$ cat src/rtl/king_move_scanner_if.sv
//==============================================================================
// king_move_scanner_if -- move-select and board-RAM signals of the king scanner
// Rev 1.0 | optional captureMask under KING_CAPTURE_MASK_EN
//==============================================================================
`default_nettype none

interface king_move_scanner_if #(
  parameter int SQ_W = 5
);
  logic            start;
  logic [2:0]      row;
  logic [2:0]      column;
  logic            color;
  logic            busy;
  logic            done;
  logic [7:0]      kingAllow;
  logic            rd_en;
  logic [2:0]      rd_row;
  logic [2:0]      rd_col;
  logic [SQ_W-1:0] rd_data;
`ifdef KING_CAPTURE_MASK_EN
  logic [7:0]      captureMask;

  modport master (
    output start, row, column, color, rd_data,
    input  busy, done, kingAllow, rd_en, rd_row, rd_col, captureMask
  );
  modport slave (
    input  start, row, column, color, rd_data,
    output busy, done, kingAllow, rd_en, rd_row, rd_col, captureMask
  );
`else
  modport master (
    output start, row, column, color, rd_data,
    input  busy, done, kingAllow, rd_en, rd_row, rd_col
  );
  modport slave (
    input  start, row, column, color, rd_data,
    output busy, done, kingAllow, rd_en, rd_row, rd_col
  );
`endif
endinterface

`default_nettype wire

$ cat src/rtl/king_move_scanner.sv
//==============================================================================
// king_move_scanner -- builds the king move mask by scanning 8 neighbours through
// one shared board read port. Rev 1.0 | macro KING_CAPTURE_MASK_EN adds captureMask
//==============================================================================
`default_nettype none

module king_move_scanner #(
  parameter int NUM_DIRS = 8
) (
  input  logic               clk,
  input  logic               reset_n,
  king_move_scanner_if.slave bus
);

  localparam logic [2:0] LAST_DIR = 3'(NUM_DIRS - 1);

  typedef enum logic [1:0] {
    IDLE  = 2'd0,
    SCAN  = 2'd1,
    FLUSH = 2'd2,
    DONE  = 2'd3
  } state_t;

  state_t     state;
  state_t     state_nxt;
  logic       accept;
  logic [2:0] dir;
  logic [2:0] k_row;
  logic [2:0] k_col;
  logic       k_color;
  logic       pend_valid;
  logic [2:0] pend_dir;
  logic [7:0] allow;
  logic       go_up, go_down, go_right, go_left;
  logic       off_board;
  logic [2:0] tgt_row;
  logic [2:0] tgt_col;
  logic       rd_en;

  always_ff @(posedge clk or negedge reset_n) begin
    if (!reset_n) state <= IDLE;
    else          state <= state_nxt;
  end

  always_comb begin
    state_nxt = state;
    accept    = 1'b0;
    case (state)
      IDLE: begin
        if (bus.start) begin
          state_nxt = SCAN;
          accept    = 1'b1;
        end
      end
      SCAN:    if (dir == 3'd0) state_nxt = FLUSH;
      FLUSH:   state_nxt = DONE;
      DONE:    state_nxt = IDLE;
      default: state_nxt = IDLE;
    endcase
  end

  // Edges are excluded before the wrapping 3-bit +/-1 target arithmetic is used.
  always_comb begin
    go_up     = (dir == 3'd7) || (dir == 3'd6) || (dir == 3'd0);
    go_down   = (dir == 3'd4) || (dir == 3'd3) || (dir == 3'd2);
    go_right  = (dir == 3'd6) || (dir == 3'd5) || (dir == 3'd4);
    go_left   = (dir == 3'd2) || (dir == 3'd1) || (dir == 3'd0);
    off_board = (go_up && k_row == 3'd0) || (go_down && k_row == 3'd7) ||
                (go_right && k_col == 3'd7) || (go_left && k_col == 3'd0);
    tgt_row = k_row;
    if (go_up)        tgt_row = k_row - 3'd1;
    else if (go_down) tgt_row = k_row + 3'd1;
    tgt_col = k_col;
    if (go_right)     tgt_col = k_col + 3'd1;
    else if (go_left) tgt_col = k_col - 3'd1;
  end

  assign rd_en         = (state == SCAN) && !off_board;
  assign bus.rd_en     = rd_en;
  assign bus.rd_row    = rd_en ? tgt_row : 3'd0;
  assign bus.rd_col    = rd_en ? tgt_col : 3'd0;
  assign bus.busy      = (state != IDLE);
  assign bus.done      = (state == DONE);
  assign bus.kingAllow = allow;

`ifdef KING_CAPTURE_MASK_EN
  logic [7:0] capture;
  assign bus.captureMask = capture;
`endif

  // Read data for the previous SCAN cycle's direction arrives one cycle later.
  always_ff @(posedge clk or negedge reset_n) begin
    if (!reset_n) begin
      dir        <= LAST_DIR;
      k_row      <= 3'd0;
      k_col      <= 3'd0;
      k_color    <= 1'b0;
      pend_valid <= 1'b0;
      pend_dir   <= 3'd0;
      allow      <= 8'd0;
`ifdef KING_CAPTURE_MASK_EN
      capture    <= 8'd0;
`endif
    end else begin
      pend_valid <= rd_en;
      pend_dir   <= dir;
      if (accept) begin
        k_row   <= bus.row;
        k_col   <= bus.column;
        k_color <= bus.color;
        dir     <= LAST_DIR;
        allow   <= 8'd0;
`ifdef KING_CAPTURE_MASK_EN
        capture <= 8'd0;
`endif
      end else if (state == SCAN) begin
        dir <= dir - 3'd1;
      end
      if (pend_valid) begin
        allow[pend_dir] <= (bus.rd_data[1:0] != {k_color, 1'b1});
`ifdef KING_CAPTURE_MASK_EN
        capture[pend_dir] <= bus.rd_data[0] && (bus.rd_data[1] != k_color);
`endif
      end
    end
  end

endmodule

`default_nettype wire
$ cat src/flat_wrapper.sv
// flat-port wrapper written by rule: the top's interface ports become plain ports
module king_move_scanner_flat 
#(
  parameter int NUM_DIRS = 8
)
  (clk, reset_n, bus_start, bus_row, bus_column, bus_color, bus_rd_data, bus_busy, bus_done, bus_kingAllow, bus_rd_en, bus_rd_row, bus_rd_col);
  king_move_scanner_if bus_i ();
  input  logic clk;
  input  logic reset_n;
  input wire logic [$bits(bus_i.start)-1:0] bus_start;
  input wire logic [$bits(bus_i.row)-1:0] bus_row;
  input wire logic [$bits(bus_i.column)-1:0] bus_column;
  input wire logic [$bits(bus_i.color)-1:0] bus_color;
  input wire logic [$bits(bus_i.rd_data)-1:0] bus_rd_data;
  output wire logic [$bits(bus_i.busy)-1:0] bus_busy;
  output wire logic [$bits(bus_i.done)-1:0] bus_done;
  output wire logic [$bits(bus_i.kingAllow)-1:0] bus_kingAllow;
  output wire logic [$bits(bus_i.rd_en)-1:0] bus_rd_en;
  output wire logic [$bits(bus_i.rd_row)-1:0] bus_rd_row;
  output wire logic [$bits(bus_i.rd_col)-1:0] bus_rd_col;
  assign bus_i.start = bus_start;
  assign bus_i.row = bus_row;
  assign bus_i.column = bus_column;
  assign bus_i.color = bus_color;
  assign bus_i.rd_data = bus_rd_data;
  assign bus_busy = bus_i.busy;
  assign bus_done = bus_i.done;
  assign bus_kingAllow = bus_i.kingAllow;
  assign bus_rd_en = bus_i.rd_en;
  assign bus_rd_row = bus_i.rd_row;
  assign bus_rd_col = bus_i.rd_col;
  king_move_scanner #(.NUM_DIRS(NUM_DIRS)) u_core (.clk(clk), .reset_n(reset_n), .bus(bus_i));
endmodule
$ cat config.mk
export PLATFORM = sky130hd
export DESIGN_NAME = king_move_scanner_flat
export DESIGN_NICKNAME = d
export VERILOG_FILES = /design/src/rtl/king_move_scanner_if.sv /design/src/rtl/king_move_scanner.sv /design/src/flat_wrapper.sv
export SDC_FILE = /design/constraint.sdc
export NUM_CORES = 1
export LEC_CHECK = 0
export BUFFER_PORTS_ARGS = -buffer_cell sky130_fd_sc_hd__buf_2
export CAP_MARGIN = 5
export CORE_MARGIN = 5
export CORE_UTILIZATION = 50
export CTS_CLUSTER_DIAMETER = 200
export DETAILED_ROUTE_END_ITERATION = 16
export HOLD_SLACK_MARGIN = 0.15
export PLACE_DENSITY = 0.74
export SLEW_MARGIN = 25
export SYNTH_ARGS = -nofsm -noshare
export SYNTH_HDL_FRONTEND = slang
export SYNTH_SLANG_ARGS = --single-unit
$ cat constraint.sdc
create_clock -name clk -period 2.3 [get_ports clk]
set_input_delay 0 -clock clk [delete_from_list [all_inputs] [get_ports clk]]
set_output_delay 0 -clock clk [all_outputs]
set_load 0.02 [all_outputs]
==> results of run 1 <==
==> routing by layer <==
layer	part of all wire [%]	wire (um)
met2	55	1670
met5	0	0
met4	0.56	17
met3	4.3	131
met1	40	1240
==> report_power, final <==
| part | internal, W | switching (W) | total, W |
|---|---|---|---|
| logic | 0.000641 | 0.000774 | 0.00142 |
| registers | 0.000611 | 0.000190 | 0.000801 |
| clock network | 0.000176 | 0.000130 | 0.000306 |
| total | 0.00143 | 0.00109 | 0.00252 |
==> layout make-up <==
cell class | count | area, sq um
fill | 212 | 907
multi-input combinational | 102 | 811
sequential | 24 | 604
timing repair buffer | 47 | 323
inverter | 12 | 45.0
tap | 31 | 38.8
clock inverter | 1 | 30.0
clock buffer | 3 | 22.5
==> logic make-up after synthesis <==
kind of cell	count (synthesis)	synth area share [%]
xor+xnor	5	3.00
buf+inv	17	4.89
simple gates	41	15.3
flops	24	41.5
mux	11	8.50
fa+ha+maj	18	15.5
compound gates	27	11.4
==> flip-flops by register name (all words and copies together) (netlist names) <==
name                  cells
u_core.pend_dir           3
u_core.dir                3
u_core.state              2
u_core.bus.kingAllow      8
u_core.k_col              3
u_core.pend_valid         1
u_core.k_color            1
u_core.k_row              3
==> worst min path at each step <==
stage / start / endpoint / slack (ns) / cells past startpoint
after floorplan: reset_n / u_core.bus.kingAllow[0] / -0.30 / 0
after global placement: reset_n / u_core.k_row[1] / -0.005 / 1
after detailed placement: reset_n / u_core.bus.kingAllow[3] / 0.009 / 1
after CTS: reset_n / u_core.k_row[1] / 0.18 / 2
after global routing: reset_n / u_core.bus.kingAllow[3] / 0.19 / 2
final: reset_n / u_core.bus.kingAllow[3] / 0.17 / 2
==> cell usage in the layout (no fill, tap or decap), types with 2 or more instances in the layout <==
cell and count:
nor3b_1 4, buf_4 15, nor2_1 7, mux2_2 8, o41ai_1 2, dfstp_2 3
xnor2_1 4, nand4b_1 3, a21oi_1 5, buf_2 22, dfrtp_1 21, dlygate4sd3_1 10
mux2i_1 2, nand2_1 12, inv_1 11, ha_1 17, clkbuf_4 3, nand2b_1 3
nand3_1 4, a21oi_2 3, o311ai_0 2, o21ai_0 11
==> per-stage QoR <==
| step | setup WS [ns] | util (%) | setup TNS [ns] | total power (W) |
|---|---|---|---|---|
| global placement | 0.152 | 58.4 | 0 | 0.00197 |
| CTS | -0.0626 | 66.5 | -0.328 | 0.00248 |
| global route | -0.244 | 67.4 | -1.62 | 0.00275 |
| floorplan | 0.166 | - | 0 | 0.00171 |
| finish | -0.126 | 67.4 | -0.777 | 0.00252 |
| detailed placement | 0.106 | 58.4 | 0 | 0.00206 |
==> what timing repair did <==
item,4_1_cts,5_1_grt
pin swaps,4,4
hold buffers,10,0
endpoints found under the hold margin,36,0
resized for setup,9,4
buffers inserted,6,1
endpoints found under the setup margin,7,7
==> results by group, run 1 <==
Setup path
  • Arrival @ worst endpoint: 2.43 ns
  • Worst EP required: 2.30 ns
  • Family with the most delay on the worst path: compound AO/OA/AOI/OAI gates
  • Reg-to-reg endpoint: u_core.pend_valid
  • Slowest cell on the critical path: dfstp_2
  • RR Startpoint: u_core.dir[0]
  • Worst reg2reg path depth: 6
  • R2R Setup Slk: 0.32 ns
  • Worst-path fanout max: 7
  • CP peak stage delay: 0.57 ns
  • Crit-path cells: inv_2 -> ha_4 -> or3_4 -> o21a_1 -> a2111o_1 -> a21oi_2 -> buf_4
  • CP endpoint: bus_rd_row[2]
  • CP endpoint kind: primary output
  • Setup Crit Path Kind: flip-flop to primary output
  • Worst path buffer plus inverter count: 2
  • Setup crit start kind: flip-flop
  • CP startpoint: u_core.dir[0]
  • Worst path depth: 7

Power and ir drop
  • Leakage: 0.911 nW
  • Max rail drop VDD: 1.24 mV
  • PwrDens: 1350 mW/mm^2

Route
  • First-pass DRT Iterations: 4
  • Post-route ant nets: 0
  • DRC: 0
  • Vias per std cell: 5.27
  • Via Count: 1159
  • Drt wl/cell: 13.9 um
  • Final WL: 3.06 mm
  • Initial drt markers: 32

Clock tree
  • Clock sink count: 24
  • Root Buffer: clkbuf_4
  • CTS tree: done
  • Max clock buf depth: 2
  • H-tree Lvls: 1
  • CTS Buf Count: 3
  • Clk slew on worst S/H paths: 0.14 ns
  • Clock Latency Late Sink: 0.32 ns

STA
  • Final setup vio count: 7
  • Clk_skew: 0.00729 ns
  • Fin worst setup slack: -0.126 ns
  • Slew @ Worst Pin: 0.611 ns
  • Fin. Hold Viols: 0
  • Max Freq: 412 MHz
  • Slew Limit Fails: 0
  • Relative slew slack: 59.2%
  • Min Tclk post-route: 2.43 ns
  • Hold Slack: 0.166 ns
  • RSZ-0062 raised after global routing: yes
  • Period utilization: 105%

Synthesis
  • Main area contributors after synthesis: dfrtp_1 (36%), ha_1 (15%), mux2_2 (6.2%)
  • Top FF cell, synth: dfrtp_1
  • Syn Nets: 176
  • Synth area leader: dfrtp_1
  • Cells after Synth: 143
  • Yosys warns: 0
  • Post-synthesis cell type count: 33
  • Synthesized area per cell: 10.2 sq um
  • Number of synthesized flops with an enable pin: 0
  • Seq/Total Area, Yosys: 41.5%
  • Async SR Flop Fraction: 100%
  • Top cell type's share of synthesized area: 36.1%
  • Most numerous cell in the Yosys netlist: dfrtp_1
  • #FFs+latches synth: 24
  • Netlist Area Pre-Place: 0.00146 sq mm
  • Commonest cells in the netlist: dfrtp_1 (21), ha_1 (18), inv_1 (12), nand2_1 (12), o21ai_0 (11)

Global route
  • Met3 Resource Use GR: 3.15%
  • GRT met1 Usage: 18.1%
  • Pin count of the biggest net entering global routing: 25
  • GRT busiest layer: met2
  • Initial antenna violation count: 0
  • Number of global-route vias before repair: 1215
  • GRT Residual Overflow: 0
  • Grt met2 use: 30.3%
  • First-pass GRT wire length: 5.36 mm
  • Overall Global Routing Usage: 16.0%

Layout
  • Fraction of layout cells with a size suffix above 1: 32.8%
  • Design Area, Final: 0.00187 sq mm
  • ANT cells: 0
  • P&R area growth vs syn: 28.6%
  • Final nets: 223
  • Fin cells: 220

Die
  • Num rows: 19
  • Top-level port count: 32
  • Die area: 0.00410 sq mm
  • Core area: 0.00278 sq mm
  • Die height: 64.0 um
  • Starting density of the core: 52.4%
  • Width of the die: 64.0 um

Status
  • Violated checks: negative setup slack
  • Outcome: finished, violations left

Placement
  • Post-DP Area: 0.00163 sq mm
  • IO buf count: 28
  • Placed cell count: 199
  • Routability cong.: 0.720
  • DPL Wire Length: 2.12 mm

Worst hold path
  • Hold WC Path Type: input port to async pin

Run
  • Maxcap violations: 0
Note: power is estimated with default switching activity, not from simulation.
==> inputs of run 2 (changes only) <==
--- a/config.mk
+++ b/config.mk
@@ -15,2 +15,3 @@
 export PLACE_DENSITY = 0.74
+export SETUP_SLACK_MARGIN = 0.05
 export SLEW_MARGIN = 25
==> constraint.sdc (replaced) <==
create_clock -name clk -period 2.3 [get_ports clk]
set_input_delay 0.115 -clock clk [delete_from_list [all_inputs] [get_ports clk]]
set_output_delay 0.115 -clock clk [all_outputs]
set_load 0.02 [all_outputs]
==> results by group, run 2 (synthesized netlist as in run 1, its figures left out) <==
Status
  • Outcome: finished, violations left (unchanged)
  • Violated checks: negative setup slack (unchanged)

Die
  • Top-level port count: 32 (unchanged)
  • Num rows: 19 (unchanged)
  • Die height: 64.0 um (unchanged)
  • Die area: 0.00410 sq mm (unchanged)
  • Starting density of the core: 52.4% (unchanged)
  • Width of the die: 64.0 um (unchanged)
  • Core area: 0.00278 sq mm (unchanged)

Route
  • Drt wl/cell: 13.1 um (was 13.9 um)
  • Post-route ant nets: 0 (unchanged)
  • First-pass DRT Iterations: 4 (unchanged)
  • Initial drt markers: 46 (was 32)
  • Final WL: 2.82 mm (was 3.06 mm)
  • Via Count: 1138 (was 1159)
  • DRC: 0 (unchanged)
  • Vias per std cell: 5.27 (about the same)

Clock tree
  • H-tree Lvls: 1 (unchanged)
  • Clk slew on worst S/H paths: 0.12 ns (was 0.14 ns)
  • CTS tree: done (unchanged)
  • CTS Buf Count: 3 (unchanged)
  • Root Buffer: clkbuf_4 (unchanged)
  • Clock sink count: 24 (unchanged)
  • Max clock buf depth: 2 (unchanged)
  • Clock Latency Late Sink: 0.32 ns (about the same)

Global route
  • Grt met2 use: 27.8% (was 30.3%)
  • First-pass GRT wire length: 5.06 mm (was 5.36 mm)
  • Pin count of the biggest net entering global routing: 25 (unchanged)
  • GRT busiest layer: met2 (unchanged)
  • Initial antenna violation count: 0 (unchanged)
  • GRT Residual Overflow: 0 (unchanged)
  • Overall Global Routing Usage: 15.2% (was 16.0%)
  • Number of global-route vias before repair: 1165 (was 1215)
  • GRT met1 Usage: 17.5% (was 18.1%)
  • Met3 Resource Use GR: 4.20% (was 3.15%)

STA
  • Slew @ Worst Pin: 0.604 ns (was 0.611 ns)
  • Relative slew slack: 59.6% (was 59.2%)
  • Max Freq: 402 MHz (was 412 MHz)
  • Setup TNS: -1.15 ns (was -0.777 ns)
  • Slew Limit Fails: 0 (unchanged)
  • Fin worst setup slack: -0.185 ns (was -0.126 ns)
  • Clk_skew: 0.00659 ns (was 0.00729 ns)
  • Period utilization: 108% (was 105%)
  • Min Tclk post-route: 2.49 ns (was 2.43 ns)
  • Final setup vio count: 7 (unchanged)
  • RSZ-0062 raised after global routing: yes (unchanged)
  • Fin. Hold Viols: 0 (unchanged)

Setup path
  • Arrival @ worst endpoint: 2.37 ns (was 2.43 ns)
  • Worst-path fanout max: 7 (unchanged)
  • Family with the most delay on the worst path: compound AO/OA/AOI/OAI gates (unchanged)
  • RR Startpoint: u_core.dir[0] (unchanged)
  • Worst path buffer plus inverter count: 2 (unchanged)
  • Setup crit start kind: flip-flop (unchanged)
  • Crit-path cells: inv_2 -> ha_4 -> or3_4 -> o21a_1 -> a2111o_1 -> nor2_1 -> buf_4 (was inv_2 -> ha_4 -> or3_4 -> o21a_1 -> a2111o_1 -> a21oi_2 -> buf_4)
  • CP endpoint kind: primary output (unchanged)
  • Reg-to-reg endpoint: u_core.pend_valid (unchanged)
  • Worst reg2reg path depth: 6 (unchanged)
  • R2R Setup Slk: 0.37 ns (was 0.32 ns)
  • CP peak stage delay: 0.56 ns (was 0.57 ns)
  • Slowest cell on the critical path: dfstp_2 (unchanged)
  • Worst EP required: 2.18 ns (was 2.30 ns)
  • Setup Crit Path Kind: flip-flop to primary output (unchanged)

Worst hold path
  • Hold path depth: 4
  • Hold Path Sink: u_core.state[1]
  • Min-delay src: bus_start
  • Hold WC Path Type: input port to flip-flop (was input port to async pin)

Layout
  • Design Area, Final: 0.00183 sq mm (was 0.00187 sq mm)
  • Largest register FFs: 8 (unchanged)
  • Fin cells: 216 (was 220)
  • P&R area growth vs syn: 25.2% (was 28.6%)
  • Fraction of layout cells with a size suffix above 1: 31.4% (was 32.8%)
  • Final nets: 219 (was 223)
  • ANT cells: 0 (unchanged)
  • Most frequent cells in the layout: buf_2 (21), dfrtp_1 (21), ha_1 (17) (was buf_2 (22), dfrtp_1 (21), ha_1 (17))

Placement
  • DPL Wire Length: 2.06 mm (was 2.12 mm)
  • Pre-CTS setup slack: 0.0229 ns (was 0.106 ns)
  • Placed cell count: 200 (was 199)
  • IO buf count: 28 (unchanged)
  • Post-DP Area: 0.00163 sq mm (about the same)
  • Routability cong.: 0.737 (was 0.720)

Power and ir drop
  • Leakage: 0.889 nW (was 0.911 nW)
  • Tot Pwr: 0.00239 W (was 0.00252 W)
  • PwrDens: 1310 mW/mm^2 (was 1350 mW/mm^2)
  • Max rail drop VDD: 1.10 mV (was 1.24 mV)

Run
  • Maxcap violations: 0 (unchanged)
==> run 2: cell type report <==
class	count	area (sq um)
Multi-Input combinational cell	102	803
Inverter	12	45.0
Sequential cell	24	604
Timing Repair Buffer	43	298
Clock buffer	4	36.3
Fill cell	226	956
Tap cell	31	38.8
==> run 2: metrics by stage <==
stage               hold WS [ns]  util, %
floorplan                 -0.181        -
global placement           0.108     58.7
detailed placement         0.120     58.7
CTS                        0.224     65.5
global route               0.247     65.6
finish                     0.230     65.6
==> run 2: report_power, final <==
part / internal (W) / switching [W] / leakage (nW)
clock: 0.0000969 / 0.000124 / 0.0210
combinational: 0.000642 / 0.000734 / 0.578
sequential: 0.000611 / 0.000184 / 0.291
total: 0.00135 / 0.00104 / 0.889
==> run 2: worst max path at each step <==
stage	start	slack (ns)	cells past startpoint	end
after floorplan	u_core.dir[0]	0.05	6	bus_rd_col[2]
after global placement	u_core.dir[0]	0.1	7	bus_rd_row[2]
after detailed placement	u_core.dir[0]	0.02	7	bus_rd_col[1]
after CTS	u_core.dir[0]	-0.21	7	bus_rd_col[1]
after global routing	u_core.dir[0]	-0.33	7	bus_rd_col[1]
final	u_core.dir[0]	-0.19	7	bus_rd_col[1]
==> run 2: worst min-delay path: cells and delay by family <==
family / cells / cell delay, ns
buffers and inverters: 1 / 0.10
AO/OA/AOI/OAI: 2 / 0.23
AND/OR/NAND/NOR: 1 / 0.07
==> run 2: timing repair <==
item	in CTS	in global routing
endpoints found under the setup margin	7	7
buffers inserted	4	0
hold endpoints to repair	31	0
pin swaps	5	0
hold buffers	8	0
gates resized for setup	13	1
==> run 2: metal layers <==
metal | part of all wire (%) | routed length, um
met5 | 0 | 0
met4 | 1.2 | 34
met3 | 4.1 | 116
met2 | 52 | 1480
met1 | 42 | 1190
